===== config.mk =====
export PLATFORM = sky130hd
export DESIGN_NAME = i2s_dac_tx
export DESIGN_NICKNAME = d
export VERILOG_FILES = /design/src/rtl/audio_pkg.sv /design/src/rtl/i2s_clkgen.sv /design/src/rtl/i2s_dac_tx.sv
export SDC_FILE = /design/constraint.sdc
export NUM_CORES = 1
export LEC_CHECK = 0
export ABC_AREA = 1
export BUFFER_PORTS_ARGS = -buffer_cell sky130_fd_sc_hd__buf_4
export CAP_MARGIN = 20
export CELL_PAD_IN_SITES_DETAIL_PLACEMENT = 1
export CELL_PAD_IN_SITES_GLOBAL_PLACEMENT = 1
export CORE_MARGIN = 1
export CORE_UTILIZATION = 40
export DETAILED_ROUTE_END_ITERATION = 10
export PLACE_DENSITY_LB_ADDON = 0.08
export SLEW_MARGIN = 20
export SYNTH_ARGS = -nofsm -noshare
export SYNTH_HDL_FRONTEND = slang
export SYNTH_SLANG_ARGS = --single-unit

===== constraint.sdc =====
create_clock -name clk -period 4.4 [get_ports clk]
set_input_delay 0.88 -clock clk [delete_from_list [all_inputs] [get_ports clk]]
set_output_delay 0.88 -clock clk [all_outputs]
set_load 0.01 [all_outputs]

===== src/rtl/audio_pkg.sv =====
`default_nettype none
// ============================================================================
// Module   : audio_pkg
// Brief    : Frame geometry shared by the I2S capture and DAC transmit stages.
// Revision : 1.0
// ============================================================================
package audio_pkg;
    localparam int   SAMPLE_W   = 24;
    localparam int   FRAME_MCLK = 256;
    localparam int   SCLK_DIV   = 4;
    localparam int   SLOT_BITS  = 32;
    localparam logic LEFT_LRCK  = 1'b0;

    localparam int CNT_W = $clog2(FRAME_MCLK);
    localparam int DIV_W = $clog2(SCLK_DIV);
    localparam int POS_W = $clog2(SLOT_BITS);
endpackage
`default_nettype wire


===== src/rtl/i2s_clkgen.sv =====
`default_nettype none
// ============================================================================
// Module   : i2s_clkgen
// Brief    : Frame counter deriving LRCK, SCLK, bit position and frame strobes.
// Revision : 1.0
// ============================================================================
module i2s_clkgen
    import audio_pkg::*;
(
    input  logic             clk,
    input  logic             rst,
    output logic             lrck,
    output logic             sclk,
    output logic             load,
    output logic             upd,
    output logic             lrck_nxt,
    output logic [POS_W-1:0] bit_pos
);
    logic [CNT_W-1:0] r_cnt;
    logic [CNT_W-1:0] w_cnt_nxt;

    assign w_cnt_nxt = r_cnt + CNT_W'(1);

    always_ff @(posedge clk or posedge rst) begin
        if (rst) r_cnt <= '0;
        else     r_cnt <= w_cnt_nxt;
    end

    assign lrck     = r_cnt[CNT_W-1];
    assign sclk     = r_cnt[DIV_W-1];
    assign load     = &r_cnt;
    // Update strobe fires on the last MCLK of an SCLK period, so the output
    // register presents the slot/position of the counter value that follows.
    assign upd      = &r_cnt[DIV_W-1:0];
    assign lrck_nxt = w_cnt_nxt[CNT_W-1];
    assign bit_pos  = w_cnt_nxt[CNT_W-2 -: POS_W];
endmodule
`default_nettype wire


===== src/rtl/i2s_dac_tx.sv =====
`default_nettype none
// ============================================================================
// Module   : i2s_dac_tx
// Brief    : I2S transmitter for the CS4344 with holding buffer and frame shadow.
// Revision : 1.0
// ============================================================================
module i2s_dac_tx
    import audio_pkg::*;
#(
    parameter int DW     = SAMPLE_W,
    parameter int UCNT_W = 16
) (
    input  logic              clk,
    input  logic              rst,
    input  logic              in_valid,
    output logic              in_ready,
    input  logic [DW-1:0]     in_dataL,
    input  logic [DW-1:0]     in_dataR,
    input  logic              mute,
    output logic              mclk_dac,
    output logic              lrck_dac,
    output logic              sclk_dac,
    output logic              sdin_dac,
    output logic              underrun,
    output logic [UCNT_W-1:0] underrun_cnt
);
    logic             w_load;
    logic             w_upd;
    logic             w_lrck_nxt;
    logic [POS_W-1:0] w_pos;

    i2s_clkgen u_clkgen (
        .clk      (clk),
        .rst      (rst),
        .lrck     (lrck_dac),
        .sclk     (sclk_dac),
        .load     (w_load),
        .upd      (w_upd),
        .lrck_nxt (w_lrck_nxt),
        .bit_pos  (w_pos)
    );

    assign mclk_dac = clk;

    logic [DW-1:0]     r_hold_l, r_hold_r, r_sh_l, r_sh_r;
    logic              r_hold_full;
    logic              r_under;
    logic              r_sdin;
    logic [UCNT_W-1:0] r_ucnt;
    logic              w_xfer;

    assign in_ready = ~r_hold_full | w_load;
    assign w_xfer   = in_valid & in_ready;

    always_ff @(posedge clk or posedge rst) begin
        if (rst) begin
            r_hold_l    <= '0;
            r_hold_r    <= '0;
            r_hold_full <= 1'b0;
            r_sh_l      <= '0;
            r_sh_r      <= '0;
            r_under     <= 1'b0;
            r_ucnt      <= '0;
        end else begin
            r_under <= 1'b0;
            if (w_load) begin
                if (mute) begin
                    r_sh_l <= '0;
                    r_sh_r <= '0;
                end else if (r_hold_full) begin
                    r_sh_l <= r_hold_l;
                    r_sh_r <= r_hold_r;
                end else begin
                    // Empty buffer: repeat the previous pair rather than glitch.
                    r_under <= 1'b1;
                    if (~&r_ucnt) r_ucnt <= r_ucnt + UCNT_W'(1);
                end
            end
            if (w_xfer) begin
                r_hold_l    <= in_dataL;
                r_hold_r    <= in_dataR;
                r_hold_full <= 1'b1;
            end else if (w_load) begin
                r_hold_full <= 1'b0;
            end
        end
    end

    logic [DW-1:0]    w_word;
    logic [DW-1:0]    w_shift;
    logic [POS_W-1:0] w_idx;
    logic             w_bit;

    assign w_word  = (w_lrck_nxt == LEFT_LRCK) ? r_sh_l : r_sh_r;
    assign w_idx   = POS_W'(DW) - w_pos;
    assign w_shift = w_word >> w_idx;
    // Position 0 is the I2S one-bit delay; positions past DW pad with zeros.
    assign w_bit   = (w_pos != '0) && (w_pos <= POS_W'(DW)) ? w_shift[0] : 1'b0;

    always_ff @(posedge clk or posedge rst) begin
        if (rst)        r_sdin <= 1'b0;
        else if (w_upd) r_sdin <= w_bit;
    end

    assign sdin_dac     = r_sdin;
    assign underrun     = r_under;
    assign underrun_cnt = r_ucnt;
endmodule
`default_nettype wire


# --- Yosys cells after proc, flatten, opt, wreduce, memory -nomap -nowiden ---
# Cells that the tools add are included.
op_classes:
  mux: 11
  n_lt_le_gt_ge: 1
  bitwise: 5
  reduce_logical: 9
  addsub: 3
  n_shift: 1
op_table:
  columns: ["operator", "n"]
  rows:
  - ["$mux W24", 5]
  - ["$shr A24 B5 Y1", 1]
  - ["$add A16 B1 Y16 const B", 1]
  - ["$reduce_and A16 Y1", 1]
  - ["$reduce_and A11 Y1", 1]
  - ["$reduce_and A9 Y1", 1]
  - ["$add A8 B1 Y8 const B", 1]
  - ["$reduce_and A8 Y1", 1]
  - ["$mux W1", 6]
  - ["$le A5 B5 Y1 const B", 1]
  - ["$reduce_bool A5 Y1", 1]
  - ["$sub A5 B5 Y5 const A", 1]
  - ["$reduce_bool A2 Y1", 2]
  - ["$not A1 Y1", 3]
  - ["$reduce_and A2 Y1", 1]
  - ["$and A1 B1 Y1", 1]
  - ["$logic_and A1 B1 Y1", 1]
  - ["$or A1 B1 Y1", 1]
totals:
  in_bits: 52
  elab_cells: 39
  reg_bits: 123

# --- Depth between registers and ports, before layout ---
# Gate-level depths: netlist of the first run.
logic_depth:
  depth_word: 4
  depth_mapped: 15

# --- Cells and area by module ---
# From an unflattened synthesis of the first run, not the netlist that was laid out.
hier_totals:
  hier_cells: 608
  area_unflattened_um2: 5728.0
by_module_without_submodules:
  columns: ["module", "n_inst", "area_each_um2", "cells_each", "seq_area_each_um2"]
  rows:
  - ["i2s_dac_tx", 1, 5336.4, 564, 2877.8]
  - ["i2s_clkgen", 1, 391.6, 44, 200.2]

==> qor.yml, run 1 <==
placement:
  port_buffers: 73
  gp_congestion: 0.815
  place_hpwl_um: 9270
logic_synthesis:
  ys_seq_elements: 123
  syn_inst: 569
  synth_xor_area_share_pct: 2.99
  yosys.area_share.simple_pct: 22.1
  ys_warn_count: 0
  synthMuxAreaShare_pct: 9.70
  synthAdderAreaFrac_pct: 0.674
  syn-cell-area_um2: 5570
  synth_edf_count: 0
  ys_seq_area_share_pct: 55.2
  synth.distinct_cells: 29
  synth_flop_cell: "dfrtp_1"
  synth_top_family_by_area: "simple AND/OR/NAND/NOR gates"
  avgSynthCellArea_um2: 9.79
  ys_async_sr_fraction_pct: 100
  syn_nets: 624
  synth_compound_area_share_pct: 5.01
timing:
  finalSetupTns_ns: 0
  finalHoldViolCount: 0
  fin_worst_skew_ns: 0.00666
  worstMarginPinSlew_ns: 1.02
  rsz0062_at_grt: "false"
  slew_headroom_pct: 32.1
  final_max_slew_viol_count: 0
  setup_violations: 0
grt:
  grt_max_degree: 72
  grt_overflow_total: 0
  grt_pass1_wl_um: 24100
  antenna_found_initial: 0
  grt_pass1_vias: 4789
  grt_use_total_pct: 21.7
power_and_ir_drop:
  clkPwrFrac_pct: 54.6
  p_int_w: 0.00213
  power.density_nw_per_um2: 385
  p_leak_nw: 3.61
  power_frac_seq_pct: 42.7
  switching_power_w: 0.000529
  power.total_w: 0.00266
  ir_drop_mv: 0.388
  p_comb_share_pct: 2.7
  switching_share_pct: 19.9
floorplanning:
  pin_count: 74
  die_area_um2: 14400
  die_w_um: 120
  die_h_um: 120
  initial_core_util_pct: 41.6
  rows: 42
  core_area_um2: 13400
setup_path:
  crit_fanout: 2
  critPathLaunchType: "clock port"
  arrival_ns: 2.58
  endpoint_kind: "output port"
  critPathKind: "clk2out"
  crit_required_ns: 3.52
  crit_buf_inv: 3
  cp_top_family: "buffers and inverters"
  crit_chain: "clkbuf_16 -> clkbuf_16 -> buf_4"
  crit_top_cell: "clkbuf_16"
  cp_slowest_cell: "clkbuf_16"
  critPathMaxStageDelay_ns: 0.13
cts:
  postCtsSetupRepairBufs: 0
  ctsHoldBuffers: 0
  clk_latency_ns: 0.52
  post_cts_resized: 0
  cts_tree: "yes"
  path_clk_slew_ns: 0.05
finish:
  mostFrequentLayoutCells: "123 x dfrtp_1, 119 x nand2_1, 110 x nand3_1, 78 x buf_4, 50 x o21ai_0"
  diodes: 0
  layout-drive-gt1-share_pct: 27.2
  nets: 693
  area_growth_pct: 23.9
  final_common_cell: "dfrtp_1"
drt:
  firstDrtPassIters: 4
  dr_wl_met3_um: 314
  wl_met1_um: 6160
  met2_length_um: 6960
  routed_wl_um: 13700
  dr.max_layer_used: "met4"
  viasPerCell: 5.19
  drcViolationCount: 0
  dr.first_iter.drc_count: 164
  drt.antenna.violating_nets: 0
  wl_per_cell_um: 16.6
  vias: 4271
flow_run:
  maxCapViolCount: 0
min_path:
  min_path_type: "reg2reg"
run_status:
  status: "finished clean"
## power by group through the flow
stage                     Sequential (W)  Combinational, W  Clock (W)
after global routing             0.00113         0.0000811    0.00153
after floorplan                  0.00116         0.0000257  0.0000187
after global placement           0.00115         0.0000734  0.0000187
after CTS                        0.00114         0.0000751    0.00148
after detailed placement         0.00115         0.0000751  0.0000187
final                            0.00114         0.0000719    0.00145
## metal layers
| layer | GRT usage (%) | vias to the layer above |
|---|---|---|
| li1 | - | 2042 |
| met1 | 27.3 | 2147 |
| met2 | 36.1 | 59 |
| met3 | 4.37 | 23 |
| met4 | 9.61 | 0 |
| met5 | 0 | - |
## kinds of logic after synthesis
family / after synthesis
AO/OA/AOI/OAI: 53
XOR/XNOR: 19
adder cells (fa/ha/maj): 3
buffers and inverters: 59
flip-flops: 123
multiplexers: 48
AND/OR/NAND/NOR: 264
## Yosys cell counts (2+ instances only)
cell / n / area, µm²
clkbuf_1: 24 / 90.1
mux2_2: 48 / 541
nand3_2: 2 / 20.0
nor3_2: 2 / 20.0
ha_1: 3 / 37.5
xor2_1: 13 / 114
a21oi_1: 2 / 10.0
nand2_1: 120 / 450
nor2_2: 2 / 12.5
o21ai_0: 50 / 250
nand2_2: 3 / 18.8
buf_2: 7 / 35.0
inv_1: 25 / 93.8
nor2_1: 15 / 56.3
dfrtp_1: 123 / 3080
nor2_4: 3 / 33.8
xnor2_1: 6 / 52.6
nand3_1: 110 / 551
## stage by stage
step	utilization, %	cells	setup WS (ns)	hold slack [ns]	cell area, µm²
after global routing	51.5	823	0.935	0.527	6900
after detailed placement	46.9	792	1.20	0.479	6280
after floorplan	-	569	0.249	0.444	5570
final	51.5	823	0.943	0.484	6900
after CTS	51.5	823	0.940	0.493	6900
after global placement	46.8	791	1.20	0.463	6260
## path summary, 6_finish.rpt
path	from	endpoint	slack, ns	cells past startpoint
worst max-delay path	clk	mclk_dac	0.94	3
worst min register to register	u_clkgen.r_cnt[0]	u_clkgen.r_cnt[0]	0.48	1
worst max register to register	u_clkgen.r_cnt[1]	sdin_dac	1.65	15
worst min-delay path	u_clkgen.r_cnt[0]	u_clkgen.r_cnt[0]	0.48	1
max in group asynchronous	rst	r_hold_r[16]	3.08	3
min in group asynchronous	rst	underrun_cnt[14]	0.55	2
## layout make-up
cell class              count  area [µm²]
multi-input cells         387        2260
flip-flops and latches    123        3080
repair buffers             79         618
well taps                 176         220
inverters                  26         100
fillers                  1529        6500
clock inverters             2        35.0
clock buffers              30         592
## state kept, by name, summed over array words and instances (netlist names)
register,cells
r_hold_full,1
underrun,1
r_hold_r,24
r_hold_l,24
sdin_dac,1
u_clkgen.r_cnt,8
underrun_cnt,16
r_sh_l,24
r_sh_r,24
## worst reg2reg max path, cell delays in order, from the launching register on
cell and delay, ns:
dfrtp_1 0.39, ha_1 0.26, nand2_1 0.08, inv_1 0.08, nor2_1 0.10, buf_4 0.21
inv_1 0.27, ha_1 0.31, or2_2 0.29, nand2_1 0.17, inv_1 0.11, nand3_1 0.11
nand2_1 0.06, a21oi_1 0.11, nand3_1 0.09, nand2_1 0.06
Power figures use the tool's default switching activity.
==> run 2, diff against run 1 <==
Settings changed: ABC_AREA 1 to 0.
Clock period 4.4 ns to 2.9 ns, I/O delays scaled along.
==> qor.yml, run 2 <==
cts:
  path_clk_slew_ns: 0.06
  cts_tree: "yes"
  ctsHoldBuffers: 0
  post_cts_resized: 0
  clk_latency_ns: 0.54
  postCtsSetupRepairBufs: 0
logic_synthesis:
  ys_async_sr_fraction_pct: 100
  synth_edf_count: 0
  synth.distinct_cells: 58
  avgSynthCellArea_um2: 10.9
  yosysMostFrequentCell: "dfrtp_1"
  ys_warn_count: 0
  synth_top_area_share_pct: 52.9
  synth_common_cells: "123 x dfrtp_1, 64 x nand2_1, 61 x o21ai_0, 52 x nand2b_1, 51 x mux2_2"
  synth.largest_area_cell: "dfrtp_1"
  synth_area_leaders: "dfrtp_1 53%, mux2_2 9.9%, nand2b_1 5.6%"
  syn_inst: 534
  ys_seq_area_share_pct: 52.9
  syn_nets: 589
  ys_seq_elements: 123
  synth_flop_cell: "dfrtp_1"
  syn-cell-area_um2: 5820
placement:
  gp_congestion: 0.988
  place_hpwl_um: 9180
  port_buffers: 73
timing:
  fmax_mhz: 364
  min_period_ns: 2.75
  fin_worst_skew_ns: 0.00891
  finalHoldViolCount: 0
  finalSetupTns_ns: 0
  final_max_slew_viol_count: 0
  rsz0062_at_grt: "false"
  slew_headroom_pct: 45.4
  period_share_pct: 94.8
  setup_violations: 0
  worstMarginPinSlew_ns: 0.819
floorplanning:
  initial_core_util_pct: 41.4
  pin_count: 74
  die_area_um2: 15000
  die_h_um: 123
  die_w_um: 123
  rows: 43
  core_area_um2: 14000
setup_path:
  critPathLaunchType: "register"
  arrival_ns: 3.16
  crit_required_ns: 3.31
  cp_top_family: "compound AO/OA/AOI/OAI gates"
  crit_buf_inv: 1
  critPathKind: "reg2reg"
  path_depth: 9
  crit_chain: "ha_1 -> xor2_2 -> inv_2 -> ha_1 -> mux4_2 -> o21ai_0 -> a2111oi_0 -> o311a_1 -> o32a_1"
  r2r_cells: 9
  cp_slowest_cell: "mux4_2"
  endpoint_kind: "register"
  critPathMaxStageDelay_ns: 0.53
  crit_fanout: 6
  r2r_slack_ns: 0.15
  crit_top_cell: "ha_1"
power_and_ir_drop:
  p_comb_share_pct: 2.4
  switching_share_pct: 20.0
  clkPwrFrac_pct: 58.8
  ir_drop_mv: 0.399
  p_int_w: 0.00354
  power.density_nw_per_um2: 609
  p_leak_nw: 3.41
  switching_power_w: 0.000888
  power_frac_seq_pct: 38.8
finish:
  fill_cells: 1482
  mostFrequentLayoutCells: "120 x dfrtp_1, 77 x buf_4, 63 x nand2_1, 61 x o21ai_0, 52 x nand2b_1"
  nets: 659
  fin_util_pct: 51.8
  diodes: 0
  layout-drive-gt1-share_pct: 30.6
  area_growth_pct: 25.2
  final_common_cell: "dfrtp_1"
min_path:
  min_path_type: "in2async"
grt:
  grt_pass1_wl_um: 23600
  antenna_found_initial: 0
  grt_pass1_vias: 4675
  grt_overflow_total: 0
  grt_use_total_pct: 21.0
  grt_max_degree: 124
drt:
  viasPerCell: 5.35
  routed_wl_um: 13900
  firstDrtPassIters: 4
  drt.antenna.violating_nets: 0
  wl_per_cell_um: 17.4
  dr.first_iter.drc_count: 213
  drcViolationCount: 0
  vias: 4267
flow_run:
  maxCapViolCount: 0
run_status:
  status: "finished clean"
==> run 2: layout make-up <==
cell class | count | area, µm² | share of cell area, %
clock buffers | 23 | 536 | 7.36
clock inverters | 13 | 214 | 2.94
inverters | 8 | 33.8 | 0.464
multi-input cells | 371 | 2560 | 35.2
flip-flops and latches | 123 | 3080 | 42.3
well taps | 180 | 225 | 3.09
repair buffers | 79 | 631 | 8.66
==> run 2: final timing paths <==
path	start	endpoint
worst max-delay path	u_clkgen.r_cnt[1]	sdin_dac
worst min-delay path	rst	r_hold_r[18]
worst max register to register	u_clkgen.r_cnt[1]	sdin_dac
worst min register to register	r_sh_r[1]	r_sh_r[1]
max in group asynchronous	rst	u_clkgen.r_cnt[2]
min in group clk	in_valid	r_hold_full
==> run 2: power by group through the flow <==
| stage | Clock [W] | Sequential (W) | Combinational (W) |
|---|---|---|---|
| finish | 0.00261 | 0.00172 | 0.000106 |
| global placement | 0.0000284 | 0.00175 | 0.000109 |
| detailed placement | 0.0000284 | 0.00175 | 0.000112 |
| floorplan | 0.0000284 | 0.00175 | 0.0000409 |
| CTS | 0.00268 | 0.00172 | 0.000112 |
| global route | 0.00274 | 0.00172 | 0.000120 |
==> run 2: logic make-up (layout without fill, tap and decap cells) <==
| group | count (synthesis) | count (layout) | synth area share [%] |
|---|---|---|---|
| buf+inv | 40 | 123 | 3.46 |
| fa+ha+maj | 3 | 3 | 0.646 |
| simple gates | 193 | 193 | 17.5 |
| flops | 123 | 123 | 52.9 |
| mux | 55 | 55 | 10.8 |
| xor+xnor | 22 | 22 | 3.81 |
| compound gates | 98 | 98 | 10.9 |
==> run 2: through the flow <==
stage	total power, W	cell area [µm²]	setup WS, ns	cells	hold WS, ns
3_3_place_gp	0.00188	6530	0.209	762	0.466
6_report	0.00443	7280	0.150	797	0.215
4_1_cts	0.00450	7280	0.0794	797	0.244
2_1_floorplan	0.00182	5840	0.0187	534	0.442
3_5_place_dp	0.00189	6530	0.111	762	0.477
5_1_grt	0.00458	7280	0.0230	797	0.258
==> run 2: metal layers <==
metal	GRT usage [%]	up-vias	wire, µm
met5	0	-	0
met4	11.8	0	349
met3	4.55	26	509
met2	35.0	85	7060
met1	25.0	2147	5940
li1	-	2009	-
==> run 2: worst reg2reg max path: stages, from the launching register on <==
cell and delay [ns]:
dfrtp_2 0.43, ha_1 0.25, xor2_2 0.17, inv_2 0.05, ha_1 0.36, mux4_2 0.53
o21ai_0 0.16, a2111oi_0 0.13, o311a_1 0.37, o32a_1 0.17
==> run 3, diff against run 2 <==
Settings changed: PLACE_DENSITY_LB_ADDON 0.08 to 0.1.
==> qor.yml, run 3 (synthesis results as in run 2) <==
timing:
  fin_worst_skew_ns: 0.00850
  fmax_mhz: 364
  rsz0062_at_grt: "false"
  finalHoldViolCount: 0
  slew_headroom_pct: 61.4
  finalSetupTns_ns: 0
  final_max_slew_viol_count: 0
  worstMarginPinSlew_ns: 0.577
  period_share_pct: 94.7
  min_period_ns: 2.75
  setup_violations: 0
drt:
  drcViolationCount: 0
  routed_wl_um: 13600
  dr.first_iter.drc_count: 186
  firstDrtPassIters: 4
  vias: 4173
  viasPerCell: 5.20
  drt.antenna.violating_nets: 0
  wl_per_cell_um: 17.0
floorplanning:
  pin_count: 74
  die_h_um: 123
  die_w_um: 123
  die_area_um2: 15000
  rows: 43
  core_area_um2: 14000
  initial_core_util_pct: 41.4
grt:
  grt_pass1_vias: 4610
  grt.busiest_layer: "met2"
  grt_use_total_pct: 20.6
  use_met1_pct: 26.2
  grt_use_met3_pct: 5.62
  grt_overflow_total: 0
  antenna_found_initial: 0
  use_met2_pct: 33.4
  grt_pass1_wl_um: 23200
  grt_max_degree: 60
setup_path:
  critPathLaunchType: "register"
  r2r-end: "sdin_dac"
  crit_required_ns: 3.31
  crit_fanout: 6
  cp_slowest_cell: "xor3_1"
  r2r-start: "u_clkgen.r_cnt[1]"
  endpoint_kind: "register"
  crit_buf_inv: 1
  critPathKind: "reg2reg"
  r2r_slack_ns: 0.15
  crit_chain: "ha_2 -> xor2_2 -> inv_2 -> ha_1 -> xor3_1 -> a2111oi_0 -> or4_1 -> a211oi_2 -> o32a_1"
  cp_top_family: "compound AO/OA/AOI/OAI gates"
  r2r_cells: 9
  critPathMaxStageDelay_ns: 0.48
  arrival_ns: 3.15
placement:
  place_inst: 767
  port_buffers: 73
  place_hpwl_um: 9590
  gp_congestion: 0.919
finish:
  fin_util_pct: 51.7
  fin_cells: 802
  layout-drive-gt1-share_pct: 31.4
  final_common_cell: "dfrtp_1"
  diodes: 0
  nets: 664
  fill_cells: 1489
  area_growth_pct: 24.8
  mostFrequentLayoutCells: "120 x dfrtp_1, 81 x buf_4, 63 x nand2_1, 61 x o21ai_0, 52 x nand2b_1"
power_and_ir_drop:
  p_int_w: 0.00325
  p_comb_share_pct: 2.7
  switching_share_pct: 21.6
  power_frac_seq_pct: 41.4
  clkPwrFrac_pct: 56.0
  power.density_nw_per_um2: 572
  switching_power_w: 0.000895
  ir_drop_mv: 0.409
  p_leak_nw: 3.39
flow_run:
  maxCapViolCount: 0
cts:
  clk_latency_ns: 0.52
  path_clk_slew_ns: 0.06
  cts_tree: "yes"
  postCtsSetupRepairBufs: 0
run_status:
  status: "finished clean"
min_path:
  min_path_type: "in2async"
## run 3: cell types whose count changed in the layout (fill, tap and decap cells not counted), sizes merged
cell	previous run	this run
clkbuf	22	21
buf	80	85
clkinv	4	3
bufinv	5	2
clkinvlp	3	8
## run 3: power by group through the flow
stage          logic [W]  clock network [W]  registers (W)
2_1_floorplan  0.0000409          0.0000284        0.00175
3_3_place_gp    0.000112          0.0000284        0.00175
5_1_grt         0.000125            0.00247        0.00172
6_report        0.000110            0.00232        0.00172
3_5_place_dp    0.000116          0.0000284        0.00175
4_1_cts         0.000116            0.00238        0.00172
## run 3: worst max path at each step
stage                     slack [ns]  depth (start not counted)              start        to
final                           0.15                          9  u_clkgen.r_cnt[1]  sdin_dac
after detailed placement        0.08                          9  u_clkgen.r_cnt[1]  sdin_dac
after floorplan                 0.02                         12  u_clkgen.r_cnt[1]  sdin_dac
after global routing            0.03                         10  u_clkgen.r_cnt[0]  sdin_dac
after CTS                       0.05                          9  u_clkgen.r_cnt[1]  sdin_dac
after global placement          0.20                          9  u_clkgen.r_cnt[1]  sdin_dac
## run 3: layer usage
| metal | wire, µm | share of wire [%] |
|---|---|---|
| met1 | 6100 | 45 |
| met2 | 6920 | 51 |
| met3 | 425 | 3.1 |
| met4 | 179 | 1.3 |
| met5 | 0 | 0 |
## run 3: cell type report
type	instances	area [µm²]	area share [%]
sequential	123	3080	42.5
timing repair buffer	84	681	9.38
clock inverter	14	145	2.00
multi-input combinational	371	2570	35.4
inverter	8	33.8	0.466
clock buffer	22	522	7.19
tap	180	225	3.10
## run 3: worst register-to-register path, delay by kind of cell, from the launching register on
| kind | cells | cell delay (ns) |
|---|---|---|
| flip-flops | 1 | 0.43 |
| AO/OA/AOI/OAI | 3 | 0.84 |
| AND/OR/NAND/NOR | 1 | 0.19 |
| buffers and inverters | 1 | 0.06 |
| XOR/XNOR | 2 | 0.64 |
| adder cells (fa/ha/maj) | 2 | 0.48 |
## run 3: repair_timing
item / CTS / global route
hold buffers: 0 / 0
gates resized for setup: 0 / 7
setup endpoints to repair: 0 / 1
## run 3: metrics by stage
step / hold WS (ns) / total power (W) / instance area [µm²] / setup slack (ns)
final: 0.0718 / 0.00415 / 7260 / 0.154
after global routing: 0.0961 / 0.00431 / 7260 / 0.0273
after floorplan: 0.442 / 0.00182 / 5840 / 0.0187
after CTS: 0.0599 / 0.00422 / 7240 / 0.0512
after global placement: 0.462 / 0.00189 / 6580 / 0.201
after detailed placement: 0.472 / 0.00189 / 6580 / 0.0775
